File: src/rtl/imem_loader.sv
// imem_loader: boot-time loader that assembles a framed byte stream into instruction memory writes.
// Frame: A5, N[7:0], N[15:8], 4*N little-endian data bytes, XOR-of-data checksum.
module imem_loader #(
  parameter int unsigned MEM_DEPTH_WORDS = 4096,
  parameter int unsigned TIMEOUT_CYCLES  = 1000000
) (
  input  logic        clk,
  input  logic        start,
  input  logic        rx_valid,
  input  logic [7:0]  rx_data,
  output logic        rx_ready,
  output logic        prog_en,
  output logic [31:0] prog_addr,
  output logic [31:0] prog_data,
  output logic        core_start,
  output logic        busy,
  output logic        error
);

  localparam logic [2:0] S_IDLE  = 3'd0;
  localparam logic [2:0] S_LEN0  = 3'd1;
  localparam logic [2:0] S_LEN1  = 3'd2;
  localparam logic [2:0] S_DATA  = 3'd3;
  localparam logic [2:0] S_CHECK = 3'd4;
  localparam logic [2:0] S_RUN   = 3'd5;
  localparam logic [2:0] S_ERR   = 3'd6;

  localparam logic [7:0] HDR = 8'hA5;

  // Gap counter spans 0..TIMEOUT_CYCLES-1; the last value triggers the timeout.
  localparam int unsigned       GAP_W    = (TIMEOUT_CYCLES > 1) ? $clog2(TIMEOUT_CYCLES) : 1;
  localparam logic [GAP_W-1:0]  GAP_LAST = GAP_W'(TIMEOUT_CYCLES - 1);

  logic [2:0]       state_q, state_d;
  logic [15:0]      len_q, len_d;
  logic [15:0]      widx_q, widx_d;
  logic [1:0]       bidx_q, bidx_d;
  logic [31:0]      word_q, word_d;
  logic [7:0]       csum_q, csum_d;
  logic [GAP_W-1:0] gap_q, gap_d;
  logic             rdy_q, rdy_d;
  logic             prog_en_q, prog_en_d;
  logic [31:0]      prog_addr_q, prog_addr_d;
  logic [31:0]      prog_data_q, prog_data_d;

  logic        take;
  logic        in_frame;
  logic [31:0] len_full;
  logic [31:0] word_ins;
  logic [15:0] widx_inc;

  always_comb begin
    take     = rx_valid && rdy_q;
    in_frame = (state_q == S_LEN0) || (state_q == S_LEN1) ||
               (state_q == S_DATA) || (state_q == S_CHECK);
    len_full = {16'h0000, rx_data, len_q[7:0]};
    widx_inc = widx_q + 16'd1;
    word_ins = word_q;
    word_ins[{bidx_q, 3'b000} +: 8] = rx_data;

    state_d     = state_q;
    len_d       = len_q;
    widx_d      = widx_q;
    bidx_d      = bidx_q;
    word_d      = word_q;
    csum_d      = csum_q;
    rdy_d       = 1'b1;
    prog_en_d   = 1'b0;
    prog_addr_d = prog_addr_q;
    prog_data_d = prog_data_q;

    gap_d = '0;
    if (in_frame && !take) begin
      gap_d = gap_q + GAP_W'(1);
    end

    case (state_q)
      S_IDLE: begin
        if (take && rx_data == HDR) begin
          state_d = S_LEN0;
        end
      end
      S_LEN0: begin
        if (take) begin
          len_d[7:0] = rx_data;
          state_d    = S_LEN1;
        end
      end
      S_LEN1: begin
        if (take) begin
          len_d[15:8] = rx_data;
          widx_d      = '0;
          bidx_d      = '0;
          word_d      = '0;
          csum_d      = '0;
          if (len_full > MEM_DEPTH_WORDS) begin
            state_d = S_ERR;
          end else if (len_full == 32'd0) begin
            state_d = S_CHECK;
          end else begin
            state_d = S_DATA;
          end
        end
      end
      S_DATA: begin
        if (take) begin
          word_d = word_ins;
          csum_d = csum_q ^ rx_data;
          bidx_d = bidx_q + 2'd1;
          if (bidx_q == 2'd3) begin
            prog_en_d   = 1'b1;
            prog_addr_d = {14'b0, widx_q, 2'b00};
            prog_data_d = word_ins;
            widx_d      = widx_inc;
            if (widx_inc == len_q) begin
              state_d = S_CHECK;
            end
          end
        end
      end
      S_CHECK: begin
        if (take) begin
          state_d = (rx_data == csum_q) ? S_RUN : S_ERR;
        end
      end
      S_RUN, S_ERR: begin
        if (take && rx_data == HDR) begin
          state_d = S_LEN0;
        end
      end
      default: state_d = S_IDLE;
    endcase

    // A partially assembled word is simply abandoned; nothing is written on timeout.
    if (in_frame && !take && gap_q == GAP_LAST) begin
      state_d = S_ERR;
    end
  end

  always_ff @(posedge clk or negedge start) begin
    if (!start) begin
      state_q     <= S_IDLE;
      len_q       <= '0;
      widx_q      <= '0;
      bidx_q      <= '0;
      word_q      <= '0;
      csum_q      <= '0;
      gap_q       <= '0;
      rdy_q       <= 1'b0;
      prog_en_q   <= 1'b0;
      prog_addr_q <= '0;
      prog_data_q <= '0;
    end else begin
      state_q     <= state_d;
      len_q       <= len_d;
      widx_q      <= widx_d;
      bidx_q      <= bidx_d;
      word_q      <= word_d;
      csum_q      <= csum_d;
      gap_q       <= gap_d;
      rdy_q       <= rdy_d;
      prog_en_q   <= prog_en_d;
      prog_addr_q <= prog_addr_d;
      prog_data_q <= prog_data_d;
    end
  end

  assign rx_ready   = rdy_q;
  assign prog_en    = prog_en_q;
  assign prog_addr  = prog_addr_q;
  assign prog_data  = prog_data_q;
  assign core_start = (state_q == S_RUN);
  assign error      = (state_q == S_ERR);
  assign busy       = (state_q == S_LEN0) || (state_q == S_LEN1) ||
                      (state_q == S_DATA) || (state_q == S_CHECK);

endmodule
File: config.mk
export PLATFORM = sky130hd
export DESIGN_NAME = imem_loader
export DESIGN_NICKNAME = d
export VERILOG_FILES = /design/src/rtl/imem_loader.sv
export SDC_FILE = /design/constraint.sdc
export NUM_CORES = 1
export LEC_CHECK = 0
export ABC_CLOCK_PERIOD_IN_PS = 7500
export CAP_MARGIN = 20
export CORE_MARGIN = 2
export CORE_UTILIZATION = 55
export CTS_CLUSTER_SIZE = 10
export DETAILED_ROUTE_END_ITERATION = 10
export GPL_TIMING_DRIVEN = 0
export PLACE_DENSITY_LB_ADDON = 0.12
export SETUP_SLACK_MARGIN = 0.05
export SLEW_MARGIN = 20
export SYNTH_ARGS = -nofsm -noshare
export SYNTH_HDL_FRONTEND = slang
export SYNTH_SLANG_ARGS = --single-unit
File: constraint.sdc
create_clock -name clk -period 7.5 [get_ports clk]
set_clock_uncertainty 0.2 [all_clocks]
set_input_delay 1.125 -clock clk [delete_from_list [all_inputs] [get_ports clk]]
set_output_delay 1.125 -clock clk [all_outputs]
set_load 0.02 [all_outputs]
==> results of run 1 <==
==> state kept, by name (all words and copies together), names as in the netlist <==
signal,cells
prog_addr,16
state_q,3
len_q,16
rx_ready,1
widx_q,16
word_q,32
prog_en,1
prog_data,32
csum_q,8
bidx_q,2
gap_q,20
==> area by class of cell <==
cell class / instances / area (um2) / area share, %
Clock inverter: 10 / 76.3 / 0.841
Tap cell: 176 / 220 / 2.43
Timing Repair Buffer: 63 / 653 / 7.20
Clock buffer: 22 / 474 / 5.23
Inverter: 13 / 48.8 / 0.538
Multi-Input combinational cell: 623 / 3570 / 39.4
Sequential cell: 147 / 3680 / 40.6
Buffer: 72 / 345 / 3.81
==> per-stage QoR <==
stage	setup TNS [ns]	worst slack [ns]	total power [mW]	utilization, %	instances
floorplan	0	4.43	1.93	-	855
global placement	-80.90	-0.565	2.28	63.6	1093
detailed placement	0	3.43	2.34	63.8	1094
CTS	0	3.57	3.14	68.0	1126
global route	0	3.36	3.34	68.0	1126
finish	0	3.52	3.14	68.0	1126
==> worst max path at each step <==
stage	startpoint	endpoint	slack, ns
3_5_place_dp	rx_valid	prog_addr[15]	3.43
6_report	state_q[0]	core_start	3.52
4_1_cts	state_q[0]	core_start	3.57
5_1_grt	state_q[0]	core_start	3.36
3_3_place_gp	start	prog_data[19]	-0.57
2_1_floorplan	rx_data[6]	state_q[0]	4.43
==> worst min-delay path: cells and delay by family (launching register included) <==
kind,cells,cell delay (ns)
DFF,1,0.34
and+or+nand+nor,2,0.10
==> cell families (layout without fill, tap and decap cells) <==
logic type      after synthesis  after routing
simple gates                319            319
compound gates              222            222
flops                       147            147
buf+inv                      85            180
xor+xnor                     39             39
mux                          18             18
fa+ha+maj                     8              8
other cells                   2             17
==> cells in the mapped netlist (9+ instances only) <==
| cell type | number | area, um2 |
|---|---|---|
| nor2_1 | 32 | 120 |
| dfrtp_1 | 147 | 3680 |
| nand2b_1 | 11 | 68.8 |
| nor2b_1 | 35 | 219 |
| nor3_1 | 9 | 45.0 |
| clkbuf_1 | 44 | 165 |
| xor2_1 | 20 | 175 |
| and3_1 | 11 | 68.8 |
| xnor2_1 | 19 | 166 |
| buf_4 | 17 | 128 |
| o31ai_1 | 12 | 90.1 |
| mux2_2 | 16 | 180 |
| nand3_1 | 21 | 105 |
| nand4_1 | 11 | 68.8 |
| a21oi_1 | 79 | 395 |
| buf_2 | 9 | 45.0 |
| inv_1 | 13 | 48.8 |
| and2_1 | 11 | 68.8 |
| nand2_1 | 139 | 522 |
| o21ai_0 | 101 | 505 |
==> power groups by stage <==
stage               combinational (mW)  sequential, mW  clock [mW]
floorplan                        0.675            1.26           0
global placement                  1.09            1.19           0
detailed placement                1.14            1.20           0
CTS                               1.15            1.20       0.795
global route                      1.27            1.23       0.836
finish                            1.15            1.20       0.789
==> routing by layer <==
metal	global-route usage, %	vias up	share of wire [%]
met2	45.4	226	49
met1	35.4	3126	43
met5	0	-	0
met4	9.91	0	2.5
met3	6.72	40	5.7
li1	-	3079	-
==> layout by cell type (no fill, tap or decap), drive strengths merged, types with 17 or more instances in the layout <==
| master | n |
|---|---|
| xor2 | 20 |
| dfrtp | 147 |
| buf | 30 |
| conb | 17 |
| nor2b | 35 |
| o21ai | 101 |
| nand3 | 24 |
| clkdlybuf4s50 | 61 |
| a21oi | 79 |
| nor2 | 33 |
| nand2 | 140 |
| clkbuf | 66 |
| xnor2 | 19 |
==> run_results.csv, run 1 <==
group,metric,value,unit
detailed_routing,totalWireLength,18.9,mm
logic_synthesis,ys_async_sr_fraction,100,%
power_and_ir_drop,swShare,37.1,%
global_routing,grt_pass1_wl,31.7,mm
setup_path,worstSetupEndpointType,"output pin",
sta,slew_headroom,28.5,%
die,dieArea,14800,um2
logic_synthesis,synth-edff-count,0,
global_routing,grt-ovfl-total,0,
setup_path,reg2reg_to,"word_q[23]",
placement,placed_cell_area,8520,um2
cts,postCtsSetupBuffers,0,
detailed_routing,drcViolationCount,0,
logic_synthesis,synth_flop_cell,"dfrtp_1",
setup_path,cp_data_required_time,6.17,ns
setup_path,cp_max_fo,10,
setup_path,regToRegStartpoint,"bidx_q[0]",
cts,cts_hold_buf,0,
sta,fmax,252,MHz
die,die_h,121,um
cts,cts_resized,0,
sta,setup_viol,0,
setup_path,crit_type,"reg2out",
hold_path,hold_depth,2,
global_routing,grt_max_degree,79,
setup_path,reg2regPathDepth,8,
logic_synthesis,ys_seq_area_share,48.5,%
setup_path,cp_cell_sequence,"clkbuf_1, buf_1, nand3_1, inv_1, clkdlybuf4s50_1",
global_routing,grt.total_usage,27.6,%
logic_synthesis,syn_inst,840,
die,rows,42,
placement,gp_congestion,0.939,
setup_path,cp-start-kind,"flop",
sta,slew_viol_final,0,
layout,drive_above_1_share,9.05,%
hold_path,holdPathEnd,"prog_addr[12]",
logic_synthesis,synth_seq_cells,147,
job,cap_violations,0,
cts,cts.sinks,147,
logic_synthesis,synth_cell_types,61,
power_and_ir_drop,ir_drop,0.000245,V
placement,io_buffers,62,
setup_path,critPathTopFamily,"buffers and inverters",
sta,holdWs,0.272,ns
detailed_routing,viasPerCell,5.75,
layout,diodes,0,
setup_path,critPathMaxStageDelay,0.60,ns
sta,finalHoldViolations,0,
cts,cts_buffers,17,
logic_synthesis,synthMuxAreaShare,2.64,%
hold_path,min-delay-start,"prog_addr[12]",
power_and_ir_drop,p_switching,1.17,mW
die,top_level_ports,80,
setup_path,worstSetupPathDepth,5,
setup_path,cp_slowest_cell,"clkdlybuf4s50_1",
power_and_ir_drop,p_seq_share,38.2,%
sta,period_minus_slack,3.98,ns
sta,rsz0062_at_grt,"false",
cts,cts_root_buf,"clkbuf_16",
detailed_routing,via_count,6471,
global_routing,antenna_found_initial,0,
sta,post-route-period-util,53.0,%
layout,fillers,1101,
die,initial_core_util,56.9,%
power_and_ir_drop,p_per_area,346,nW/um2
cts,cts_tree,"yes",
setup_path,cp_data_arrival_time,2.65,ns
cts,clk_path_buf_depth,2,
logic_synthesis,synth_compound_area_share,16.4,%
global_routing,grt_pass1_vias,6488,
die,die_width,121,um
layout,final_area,9070,um2
detailed_routing,dr.pass1.iters,5,
sta,worst-slew-pin-transition,1.06,ns
logic_synthesis,synthAdderAreaFrac,1.32,%
outcome,outcome,"complete, no violations",
hold_path,worstHoldPathType,"reg2reg",
logic_synthesis,synth.avg_cell_area,9.04,um2
power_and_ir_drop,clockPowerShare,25.2,%
layout,fin_nets,956,
layout,area_growth,19.5,%
cts,cts_max_level,4,
cts,path_clk_slew,0.06,ns
power_and_ir_drop,leakage,4.03,nW
logic_synthesis,synth.cell_area,7590,um2
setup_path,cp.buffers_inverters,4,
power_and_ir_drop,pwr-share-comb,36.6,%
placement,hpwl,13.0,mm
cts,insertion_delay,0.44,ns
die,core_area,13300,um2
detailed_routing,ant_nets,0,
detailed_routing,drtIter0Drc,479,
setup_path,rrSetupSlack,4.42,ns
detailed_routing,wl_per_cell,16.8,um
logic_synthesis,synth-xor-area-share,4.50,%
logic_synthesis,synthSimpleGateAreaFrac,21.4,%
power_and_ir_drop,internal_power,1.97,mW
logic_synthesis,synth_top_family_by_area,"simple AND/OR/NAND/NOR gates",
logic_synthesis,yosysWarnings,0,
Power figures use the tool's default switching activity.
==> run 2, diff against run 1 <==
Settings changed: ABC_CLOCK_PERIOD_IN_PS 7500 to 3640, CORE_UTILIZATION 55 to 52.
Clock period 7.5 ns to 3.64 ns, I/O delays scaled along.
==> run 2 against run 1 <==
Register-to-register slack worse by 3.9 ns. Non-clock buffer count up 1. Critical path depth unchanged. Cell area up 0.44%. Die area up 5.6%. Clock power up 110%. Utilization down 4.5 points. Critical endpoint unchanged. Sequential power up 110%.
==> run_results.csv, run 2 (synthesis gave the netlist of run 1 again) <==
group,metric,value,unit
sta,period_minus_slack,3.37,ns
layout,multi_input_area,3580,um2
detailed_routing,ant_nets,0,
sta,fmax,297,MHz
layout,fillers,1226,
layout,area_growth,20.0,%
global_routing,met1_usage,32.5,%
die,rows,44,
layout,diodes,0,
sta,setup_viol,0,
setup_path,cp_max_fo,10,
setup_path,rrSetupSlack,0.54,ns
die,dieArea,15600,um2
detailed_routing,dr.pass1.iters,5,
detailed_routing,totalWireLength,19.0,mm
cts,cts_tree,"yes",
die,core_area,14400,um2
sta,slew_headroom,27.3,%
detailed_routing,drcViolationCount,0,
layout,seqCellArea,3680,um2
detailed_routing,drtIter0Drc,479,
cts,clk_path_buf_depth,2,
layout,layout_common_cells,"dfrtp_1, nand2_1, o21ai_0, a21oi_1, clkdlybuf4s50_1",
outcome,outcome,"complete, no violations",
detailed_routing,wl_per_cell,16.8,um
global_routing,grt_pass1_vias,6445,
setup_path,cp_data_required_time,2.89,ns
power_and_ir_drop,report.power.total,6.51,mW
cts,insertion_delay,0.42,ns
job,cap_violations,0,
setup_path,regToRegStartpoint,"bidx_q[0]",
cts,path_clk_slew,0.06,ns
sta,holdWs,0.268,ns
cts,cts_root_buf,"clkbuf_16",
die,initial_core_util,52.8,%
sta,post-route-period-util,92.5,%
setup_path,critPathLaunch,"state_q[0]",
power_and_ir_drop,ir_drop,0.000480,V
placement,hpwl,13.4,mm
sta,slew_viol_final,0,
layout,final_cell_count_no_fill,1134,
sta,rsz0062_at_grt,"false",
setup_path,cp_data_arrival_time,2.62,ns
sta,worst-slew-pin-transition,1.08,ns
global_routing,use_met2,41.8,%
die,top_level_ports,80,
detailed_routing,via_count,6499,
global_routing,grt-ovfl-total,0,
die,die_width,125,um
die,die_h,125,um
layout,fin_nets,957,
power_and_ir_drop,leakage,4.04,nW
setup_path,endpoint,"core_start",
setup_path,crit_type,"reg2out",
global_routing,antenna_found_initial,0,
global_routing,grt.total_usage,25.3,%
global_routing,gr-usage-met3,5.24,%
cts,cts.sinks,147,
setup_path,reg2regPathDepth,8,
setup_path,reg2reg_to,"word_q[19]",
power_and_ir_drop,p_per_area,714,nW/um2
setup_path,cp-start-kind,"flop",
layout,utilization,63.4,%
setup_path,worstSetupEndpointType,"output pin",
sta,finalHoldViolations,0,
layout,drive_above_1_share,9.26,%
placement,gp_congestion,0.882,
global_routing,grt_pass1_wl,31.7,mm
global_routing,grt_max_degree,84,
global_routing,gr-max-usage-layer,"met2",
placement,dpl.cell_count,1102,
layout,final_common_cell,"dfrtp_1",
detailed_routing,viasPerCell,5.73,
cts,cts_max_level,4,
hold_path,worstHoldPathType,"reg2reg",
placement,io_buffers,62,
cts,cts_buffers,17,
cts,cts_resized,0,
==> run 2: changes by cell type in the layout (fill, tap and decap cells not counted), sizes merged <==
| cell | before | now |
|---|---|---|
| bufinv | 0 | 1 |
| clkinvlp | 2 | 3 |
| clkbuf | 66 | 62 |
| clkinv | 6 | 5 |
| inv | 15 | 17 |
| dlygate4sd3 | 0 | 1 |
==> run 2: cell type report <==
cell class / count / area share, %
tap: 184 / 2.53
buffer: 72 / 3.79
sequential: 147 / 40.4
clock buffer: 18 / 4.82
multi-input combinational: 623 / 39.3
clock inverter: 13 / 1.39
inverter: 13 / 0.536
timing repair buffer: 64 / 7.28
==> run 2: per-stage QoR <==
step	worst slack [ns]	cell area (um2)	setup TNS [ns]
after floorplan	1.13	7650	0
after global placement	-3.89	8500	-568.65
after detailed placement	0.0198	8530	0
after CTS	0.271	9100	0
after global routing	0.106	9110	0
final	0.273	9110	0
==> run 2: routing by layer <==
metal | share of wire [%] | wire length [um]
met3 | 4.1 | 775
met4 | 2.6 | 502
met2 | 49 | 9350
met1 | 44 | 8420
met5 | 0 | 0
==> run 2: critical path, cell delays in order (launching register included) <==
cell,delay (ns)
dfrtp_1,0.43
clkbuf_1,0.36
buf_1,0.49
nand3_1,0.23
inv_1,0.10
clkdlybuf4s50_1,0.60
==> run 2: worst min-delay path by stage <==
| stage | start | end | slack (ns) | cells past startpoint |
|---|---|---|---|---|
| 6_report | prog_addr[12] | prog_addr[12] | 0.27 | 2 |
| 5_1_grt | word_q[31] | word_q[31] | 0.30 | 2 |
| 4_1_cts | prog_addr[8] | prog_addr[8] | 0.28 | 2 |
| 3_5_place_dp | prog_addr[8] | prog_addr[8] | 0.26 | 2 |
| 3_3_place_gp | word_q[7] | word_q[7] | 0.25 | 2 |
| 2_1_floorplan | start | bidx_q[0] | 0.05 | 0 |
==> run 2: power by group <==
group | internal, mW | switching (mW) | total, mW
Clock | 0.964 | 0.704 | 1.67
Sequential | 2.11 | 0.343 | 2.46
Combinational | 1.02 | 1.36 | 2.38
Total | 4.10 | 2.41 | 6.51
==> run 2: timing repair <==
action | 4_1_cts | 5_1_grt
setup buffers | 0 | 0
hold buffers | 1 | 0
hold endpoints to repair | 64 | 0
setup endpoints to repair | 0 | 0
